<file path="config.mk">
export PLATFORM = sky130hd
export DESIGN_NAME = frame_distributor
export DESIGN_NICKNAME = d
export VERILOG_FILES = /design/src/rtl/frame_distributor.sv
export SDC_FILE = /design/constraint.sdc
export NUM_CORES = 1
export LEC_CHECK = 0
export ABC_AREA = 0
export ABC_CLOCK_PERIOD_IN_PS = 2000
export BUFFER_PORTS_ARGS = -buffer_cell sky130_fd_sc_hd__buf_2
export CAP_MARGIN = 20
export CELL_PAD_IN_SITES_DETAIL_PLACEMENT = 0
export CELL_PAD_IN_SITES_GLOBAL_PLACEMENT = 1
export CORE_MARGIN = 5
export CORE_UTILIZATION = 25
export CTS_CLUSTER_DIAMETER = 80
export DETAILED_ROUTE_END_ITERATION = 7
export PLACE_DENSITY_LB_ADDON = 0.2
export SLEW_MARGIN = 20
export SYNTH_ARGS = -nofsm -noshare
export SYNTH_HDL_FRONTEND = slang
export SYNTH_SLANG_ARGS = --single-unit
</file>
<file path="constraint.sdc">
create_clock -name sys_clk -period 2 [get_ports sys_clk]
set_input_delay 0.3 -clock sys_clk [delete_from_list [all_inputs] [get_ports sys_clk]]
set_output_delay 0.3 -clock sys_clk [all_outputs]
set_load 0.1 [all_outputs]
</file>
<file path="src/rtl/frame_distributor.sv">
// frame_distributor: drains a shared tagged-frame FIFO and steers each frame
// to any combination of six destination FIFOs (port0-3, arp, nic).
// Word format: [8] EOF, [7:0] byte. The first word of each frame is a routing
// tag whose low six bits select the destinations; the tag is never forwarded.
module frame_distributor #(
  parameter int CNT_WIDTH = 16
) (
  input  logic                 sys_clk,
  input  logic                 sys_rst_n,
  input  logic [8:0]           src_dout,
  input  logic                 src_empty,
  output logic                 src_rd_en,
  output logic [8:0]           port0_din,
  output logic [8:0]           port1_din,
  output logic [8:0]           port2_din,
  output logic [8:0]           port3_din,
  output logic [8:0]           arp_din,
  output logic [8:0]           nic_din,
  input  logic                 port0_full,
  input  logic                 port1_full,
  input  logic                 port2_full,
  input  logic                 port3_full,
  input  logic                 arp_full,
  input  logic                 nic_full,
  output logic                 port0_wr_en,
  output logic                 port1_wr_en,
  output logic                 port2_wr_en,
  output logic                 port3_wr_en,
  output logic                 arp_wr_en,
  output logic                 nic_wr_en,
  output logic [CNT_WIDTH-1:0] frame_cnt,
  output logic [CNT_WIDTH-1:0] drop_cnt
);

  typedef enum logic [1:0] {
    ST_IDLE = 2'd0,
    ST_TAG  = 2'd1,
    ST_DATA = 2'd2,
    ST_DROP = 2'd3
  } state_t;

  state_t                state_r;
  logic                  run_r;
  logic                  inflight_r;
  logic                  hold_vld_r;
  logic [8:0]            hold_r;
  logic [5:0]            mask_r;
  logic [5:0]            wr_en_r;
  logic [8:0]            din_r;
  logic [CNT_WIDTH-1:0]  frame_cnt_r;
  logic [CNT_WIDTH-1:0]  drop_cnt_r;

  logic [5:0]            full_s;
  logic                  blocked_s;
  logic                  consume_s;
  logic                  write_s;
  logic                  rd_s;
  state_t                idle_nxt_s;

  // Saturating increment: counters stick at all-ones instead of wrapping.
  function automatic logic [CNT_WIDTH-1:0] sat_inc(input logic [CNT_WIDTH-1:0] v);
    if (&v) begin
      return v;
    end else begin
      return v + {{(CNT_WIDTH-1){1'b0}}, 1'b1};
    end
  endfunction

  assign full_s = {nic_full, arp_full, port3_full, port2_full, port1_full, port0_full};

  // Decide whether the held word leaves this cycle and whether a new read may start.
  always_comb begin
    blocked_s = |(full_s & mask_r);
    consume_s = 1'b0;
    write_s   = 1'b0;
    case (state_r)
      ST_TAG:  consume_s = hold_vld_r;
      ST_DROP: consume_s = hold_vld_r;
      ST_DATA: begin
        // All-or-nothing multicast: one full selected port stalls every port.
        write_s   = hold_vld_r & ~blocked_s;
        consume_s = hold_vld_r & ~blocked_s;
      end
      default: consume_s = 1'b0;
    endcase
    // One word outstanding at most; run_r keeps the strobe low during reset.
    rd_s = run_r & ~src_empty & ~inflight_r & (~hold_vld_r | consume_s);
    // A read launched while a frame ends is already the next frame's tag.
    idle_nxt_s = rd_s ? ST_TAG : ST_IDLE;
  end

  assign src_rd_en   = rd_s;
  assign port0_din   = din_r;
  assign port1_din   = din_r;
  assign port2_din   = din_r;
  assign port3_din   = din_r;
  assign arp_din     = din_r;
  assign nic_din     = din_r;
  assign port0_wr_en = wr_en_r[0];
  assign port1_wr_en = wr_en_r[1];
  assign port2_wr_en = wr_en_r[2];
  assign port3_wr_en = wr_en_r[3];
  assign arp_wr_en   = wr_en_r[4];
  assign nic_wr_en   = wr_en_r[5];
  assign frame_cnt   = frame_cnt_r;
  assign drop_cnt    = drop_cnt_r;

  // Read pipeline: track the in-flight read and capture its data into the hold register.
  always_ff @(posedge sys_clk or negedge sys_rst_n) begin
    if (!sys_rst_n) begin
      run_r      <= 1'b0;
      inflight_r <= 1'b0;
      hold_vld_r <= 1'b0;
      hold_r     <= 9'd0;
    end else begin
      run_r      <= 1'b1;
      inflight_r <= rd_s;
      if (inflight_r) begin
        hold_r     <= src_dout;
        hold_vld_r <= 1'b1;
      end else if (consume_s) begin
        hold_vld_r <= 1'b0;
      end
    end
  end

  // Frame FSM with registered write strobes, shared write data and counters.
  always_ff @(posedge sys_clk or negedge sys_rst_n) begin
    if (!sys_rst_n) begin
      state_r     <= ST_IDLE;
      mask_r      <= 6'd0;
      wr_en_r     <= 6'd0;
      din_r       <= 9'd0;
      frame_cnt_r <= {CNT_WIDTH{1'b0}};
      drop_cnt_r  <= {CNT_WIDTH{1'b0}};
    end else begin
      wr_en_r <= write_s ? mask_r : 6'd0;
      if (write_s) begin
        din_r <= hold_r;
      end
      case (state_r)
        ST_IDLE: begin
          if (rd_s) begin
            state_r <= ST_TAG;
          end
        end
        ST_TAG: begin
          if (hold_vld_r) begin
            if (hold_r[8]) begin
              drop_cnt_r <= sat_inc(drop_cnt_r);
              state_r    <= idle_nxt_s;
            end else if (hold_r[5:0] == 6'd0) begin
              drop_cnt_r <= sat_inc(drop_cnt_r);
              state_r    <= ST_DROP;
            end else begin
              mask_r  <= hold_r[5:0];
              state_r <= ST_DATA;
            end
          end
        end
        ST_DATA: begin
          if (write_s && hold_r[8]) begin
            frame_cnt_r <= sat_inc(frame_cnt_r);
            state_r     <= idle_nxt_s;
          end
        end
        ST_DROP: begin
          if (hold_vld_r && hold_r[8]) begin
            state_r <= idle_nxt_s;
          end
        end
        default: state_r <= ST_IDLE;
      endcase
    end
  end

endmodule

</file>
==> flow_summary.ini, run 1 <==
[critical_path]
timing.critical_path.to_type = output pin
critical_path.startpoint = mask_r[1]
cpLargestDelayFamily = simple AND/OR/NAND/NOR gates
cp_cell_sequence = a222oi_1 > nand4_1 > nor2_4 > nor3b_2 > nor3_4 > buf_12
critical_path_class = flip-flop to output pin
timing.critical_path.buf_inv = 1
worstPathArrival_ps = 2040
critical_path.max_fanout = 2
crit-reg2reg-launch = mask_r[1]
critPathLaunchType = flip-flop
timing.critical_path.required_ps = 1700
max_stage_delay_ps = 450
cell_at_the_slowest_stage_of_the_critical_path = a222oi_1

[timing]
slew_violations = 0
worst-slew-pin-transition_ps = 595.7
layout_worst_path_cycle_share_pct = 117.2
maxClockFrequency_mhz = 426.7
finClkSkew_ps = 5.342
count_of_final_hold_check_violations = 0
rsz0062_at_grt = yes
setup_viol = 18
final_setup_margin_ps = -343.5
post-route-min-period_ps = 2343
slew_headroom_pct = 60.14

[yosys]
synth-seq-area-share_pct = 50.76
synth-seq-cells = 67
netlist_top_cells_area = dfrtp_1 51%, buf_4 10%, mux2_2 7.5%
post_synth.cell_area_avg_um2 = 11.35
synth_top_cell_area_share_pct = 50.76
synthArstFlopShare_pct = 100.0
synth-warning-count = 0
netlist.top_cell.by_area = dfrtp_1
syn_area_mm2 = 0.003303
synth_fp_nets = 311
synthDistinctLibCells = 42
synth.cells.most_frequent = 67 x dfrtp_1, 45 x buf_4, 23 x nand2_1, 23 x xnor2_1, 22 x mux2_2
syn_inst = 291
postSynth.topFlopCell = dfrtp_1
most_common_cell_in_the_netlist = dfrtp_1
synth_enable_flop_cells = 0

[layout]
layout.cells.non_filler = 566
antennaDiodeCount = 0
finalCoreUtilization_pct = 32.87
drive_above_1_share_pct = 54.10
stdcell_area_mm2 = 0.004302
nNetsFinal = 405
fillerInstances = 1346
syn2layout_area_growth_pct = 30.23

[place]
detail_placement_hpwl_um = 5935
place_worst_setup_slack_ps = -180.7
place_inst = 548
gpl.final_weighted_congestion = 0.7392
io_buffers = 110
dpl_cell_area_mm2 = 0.003963

[routing]
drtPass1Iterations = 4
detail-route-antenna-nets = 0
routed_wirelength_um = 8033
vias = 2423
drt-initial-drc-count = 130
drc = 0
detail_route.wl_per_cell_um = 14.19
drt-vias-per-instance = 4.281

[die]
io-pin-count = 111
die_area_mm2 = 0.01561
die_h_um = 124.9
fp-row-count = 42
initial_standard_cell_utilization_of_the_core_pct = 25.24
die_width_um = 124.9
core_region_area_mm2 = 0.01309

[cts]
clk_path_buf_depth = 2
clock-sinks = 67
insertion_delay_ps = 330
cts.htree.levels = 3
clkTransAtPathRegs_ps = 50
cts_root_buffer = clkbuf_16
tritoncts = done
numCtsBuffers = 9

[hold_path]
hp-class = primary input to flip-flop
timing.hold.worst.start = src_dout[8]

[global_routing]
maximum_number_of_pins_on_one_net_before_global_route_repair = 26
grt_pass1_wl_um = 12940
globalRoute.totalOverflow = 0
grt_usage_pct = 10.31
antenna_violations_before_repair = 0
first_global_vias = 2421

[run]
maxCapViolations = 0

[run_status]
violations = setup timing
run_status = complete, but fails checks
-- layer usage --
layer / up-vias / global-route usage [%] / wire length [um]
met5: - / 0 / 0
met4: 0 / 4.401 / 145
met3: 12 / 3.497 / 572
met2: 87 / 14.82 / 3573
met1: 1172 / 14.13 / 3742
li1: 1152 / - / -
-- cell type report --
class	count	area [um2]	share of cell area, %
Clock buffer	15	287.8	6.690
Multi-Input combinational cell	168	1280	29.76
Clock inverter	1	5.005	0.1163
Inverter	5	18.77	0.4363
Timing Repair Buffer	134	780.7	18.15
Sequential cell	67	1709	39.73
Tap cell	176	220.2	5.119
-- worst min-delay path, stage by stage --
cell     delay (ps)
buf_2            90
nand2_1          40
o21ai_0          60
-- state kept, by name, indices dropped and copies added (netlist names) --
signal and flops:
run_r 1, mask_r 6, state_r 2, hold_vld_r 1, inflight_r 1, drop_cnt 16, wr_en_r 6, frame_cnt 16
arp_din 9, hold_r 9
-- logic make-up after synthesis --
kind of cell	Yosys count	share of synthesized area (%)
other	1	0.1135
AO/OA/AOI/OAI	14	3.031
multiplexers	23	7.841
adder cells (fa/ha/maj)	2	0.7575
XOR/XNOR	30	7.954
AND/OR/NAND/NOR	98	17.77
buffers and inverters	56	11.78
flip-flops	67	50.76
-- worst paths after layout --
kind	endpoint	slack [ps]	depth (start not counted)
worst max register to register	frame_cnt[1]	-230	6
worst min register to register	frame_cnt[6]	470	1
min in group asynchronous	mask_r[5]	520	2
max in group asynchronous	frame_cnt[7]	910	3
worst min-delay path	hold_r[8]	200	3
worst max-delay path	src_rd_en	-340	6
-- stage by stage --
step                      hold WS [ps]  TNS (ps)
after CTS                        192.8     -1375
after global routing             202.5     -3379
final                            198.3     -1719
after global placement           336.6     -1406
after detailed placement         339.1     -1481
after floorplan                  4.409    -535.0
-- cell usage in the layout (no fill, tap or decap), types with 9 or more instances in the layout --
cell | netlist | final
buf_2 | 2 | 109
dfrtp_1 | 67 | 43
nand2_1 | 23 | 23
xnor2_1 | 23 | 23
dfrtp_2 | 0 | 23
mux2_2 | 22 | 22
buf_4 | 45 | 19
nand4_1 | 16 | 16
nand3_1 | 11 | 11
clkbuf_16 | 0 | 9
-- repair_timing --
item                       in CTS  in global routing
hold endpoints to repair       20                  0
hold buffers                    1                  0
pin swaps                       2                  2
cloned                          0                  0
gates resized for setup         1                  4
setup buffers                   1                  0
setup endpoints to repair      18                 26
Power of run 1 is left out: the tool's default activity adds up to more than one toggle a clock period on the data nets, which glitch-free logic cannot reach.
==> inputs of run 2 (changes only) <==
==> constraint.sdc (replaced) <==
create_clock -name sys_clk -period 2 [get_ports sys_clk]
set_input_delay 0.2 -clock sys_clk [delete_from_list [all_inputs] [get_ports sys_clk]]
set_output_delay 0.2 -clock sys_clk [all_outputs]
set_load 0.1 [all_outputs]
==> flow_summary.ini, run 2 (synthesized netlist as in run 1, its figures left out) <==
[run_status]
run_status = complete, but fails checks
violations = setup timing

[routing]
drc = 0
detail-route-antenna-nets = 0
drtPass1Iterations = 4
routed_met1_length_um = 3843
routed_wirelength_um = 7856
drt-initial-drc-count = 92
routed-wl-met3_um = 521
vias = 2350
wl_met2_um = 3368
detail_route.wl_per_cell_um = 14.00
drt-vias-per-instance = 4.189
routed.top_layer = met4

[timing]
setup_viol = 2
slew_violations = 0
final_setup_margin_ps = -259.5
maxClockFrequency_mhz = 442.6
finClkSkew_ps = 3.916
worst-slew-pin-transition_ps = 602.5
layout_worst_path_cycle_share_pct = 113.0
setup-tns-final_ps = -305.3
fin_hold_ws_ps = 95.24
rsz0062_at_grt = yes
count_of_final_hold_check_violations = 0
slew_headroom_pct = 59.83
post-route-min-period_ps = 2260

[layout]
layout_common_cells = 109 x buf_2, 43 x dfrtp_1, 23 x nand2_1, 23 x xnor2_1, 23 x dfrtp_2
antennaDiodeCount = 0
multi_input_comb_area_mm2 = 0.001280
syn2layout_area_growth_pct = 28.71
stdcell_area_mm2 = 0.004252
drive_above_1_share_pct = 53.77
layout.cells.non_filler = 561
nNetsFinal = 400
storage_element_area_mm2 = 0.001709
mostFrequentLayoutCell = buf_2
fillerInstances = 1349

[cts]
clkTransAtPathRegs_ps = 50
insertion_delay_ps = 330
clk_path_buf_depth = 2
clock-sinks = 67
cts_root_buffer = clkbuf_16
cts.htree.levels = 3
tritoncts = done
numCtsBuffers = 9

[place]
io_buffers = 110
gpl.final_weighted_congestion = 0.7258
dpl_cell_area_mm2 = 0.003897
place_inst = 541
detail_placement_hpwl_um = 5705

[die]
die_area_mm2 = 0.01561
core_region_area_mm2 = 0.01309
die_h_um = 124.9
initial_standard_cell_utilization_of_the_core_pct = 25.24
io-pin-count = 111
die_width_um = 124.9
fp-row-count = 42

[critical_path]
worstPathArrival_ps = 2060
timing.critical_path.required_ps = 1800
critPathLaunchType = flip-flop
max_stage_delay_ps = 400
critical_path_class = flip-flop to output pin
timing.critical_path.to_type = output pin
cp_cell_sequence = a222oi_1 > nand4_1 > buf_4 > nor2_4 > nor3b_2 > nor3_4 > buf_12
cell_at_the_slowest_stage_of_the_critical_path = a222oi_1
r2r_setup_slack_ps = -50
critical_path.max_fanout = 3

[global_routing]
antenna_violations_before_repair = 0
grt_usage_pct = 10.37
globalRoute.totalOverflow = 0
first_global_vias = 2363
grt_pass1_wl_um = 12880
maximum_number_of_pins_on_one_net_before_global_route_repair = 68

[hold_path]
hp-class = primary input to flip-flop

[run]
maxCapViolations = 0
## run 2: cell count changes in the layout (fill, tap and decap cells not counted), sizes merged
cell,change
buf,-5
## run 2: path summary, 6_finish.rpt
path | startpoint | endpoint | cells past startpoint
min in group asynchronous | sys_rst_n | arp_din[6] | 3
worst min-delay path | src_dout[8] | hold_r[8] | 3
worst max register to register | mask_r[1] | frame_cnt[1] | 6
worst max-delay path | mask_r[1] | src_rd_en | 7
worst min register to register | drop_cnt[5] | drop_cnt[5] | 1
max in group asynchronous | sys_rst_n | frame_cnt[3] | 3
## run 2: critical path, delay by kind of cell (launching register included)
kind                   cells  cell delay (ps)
AO/OA/AOI/OAI              1              400
flip-flops                 1              380
buffers and inverters      2              400
AND/OR/NAND/NOR            4              540
## run 2: layer usage
metal / up-vias / global-route usage, %
met5: - / 0
met4: 0 / 4.464
met3: 10 / 3.923
met2: 76 / 14.57
met1: 1118 / 14.26
li1: 1146 / -
## run 2: final cells by class
class | count | share of cell area [%]
flip-flops and latches | 67 | 40.20
multi-input cells | 168 | 30.11
repair buffers | 129 | 17.19
clock buffers | 15 | 6.769
well taps | 176 | 5.180
inverters | 5 | 0.4414
clock inverters | 1 | 0.1177
## run 2: repair_timing
item                                   4_1_cts  5_1_grt
endpoints found under the hold margin       67        0
pin swaps                                    2        1
resized for setup                            4        2
hold buffers                                 1        0
setup endpoints to repair                    3       25
buffers inserted                             3        0
## run 2: per-stage QoR
stage / utilization, % / worst slack [ps]
CTS: 32.43 / -290.1
floorplan: - / -222.9
global placement: 29.79 / 56.75
global route: 32.49 / -440.2
detailed placement: 29.79 / -6.012
finish: 32.49 / -259.5
Power of run 2 is left out for the same reason.
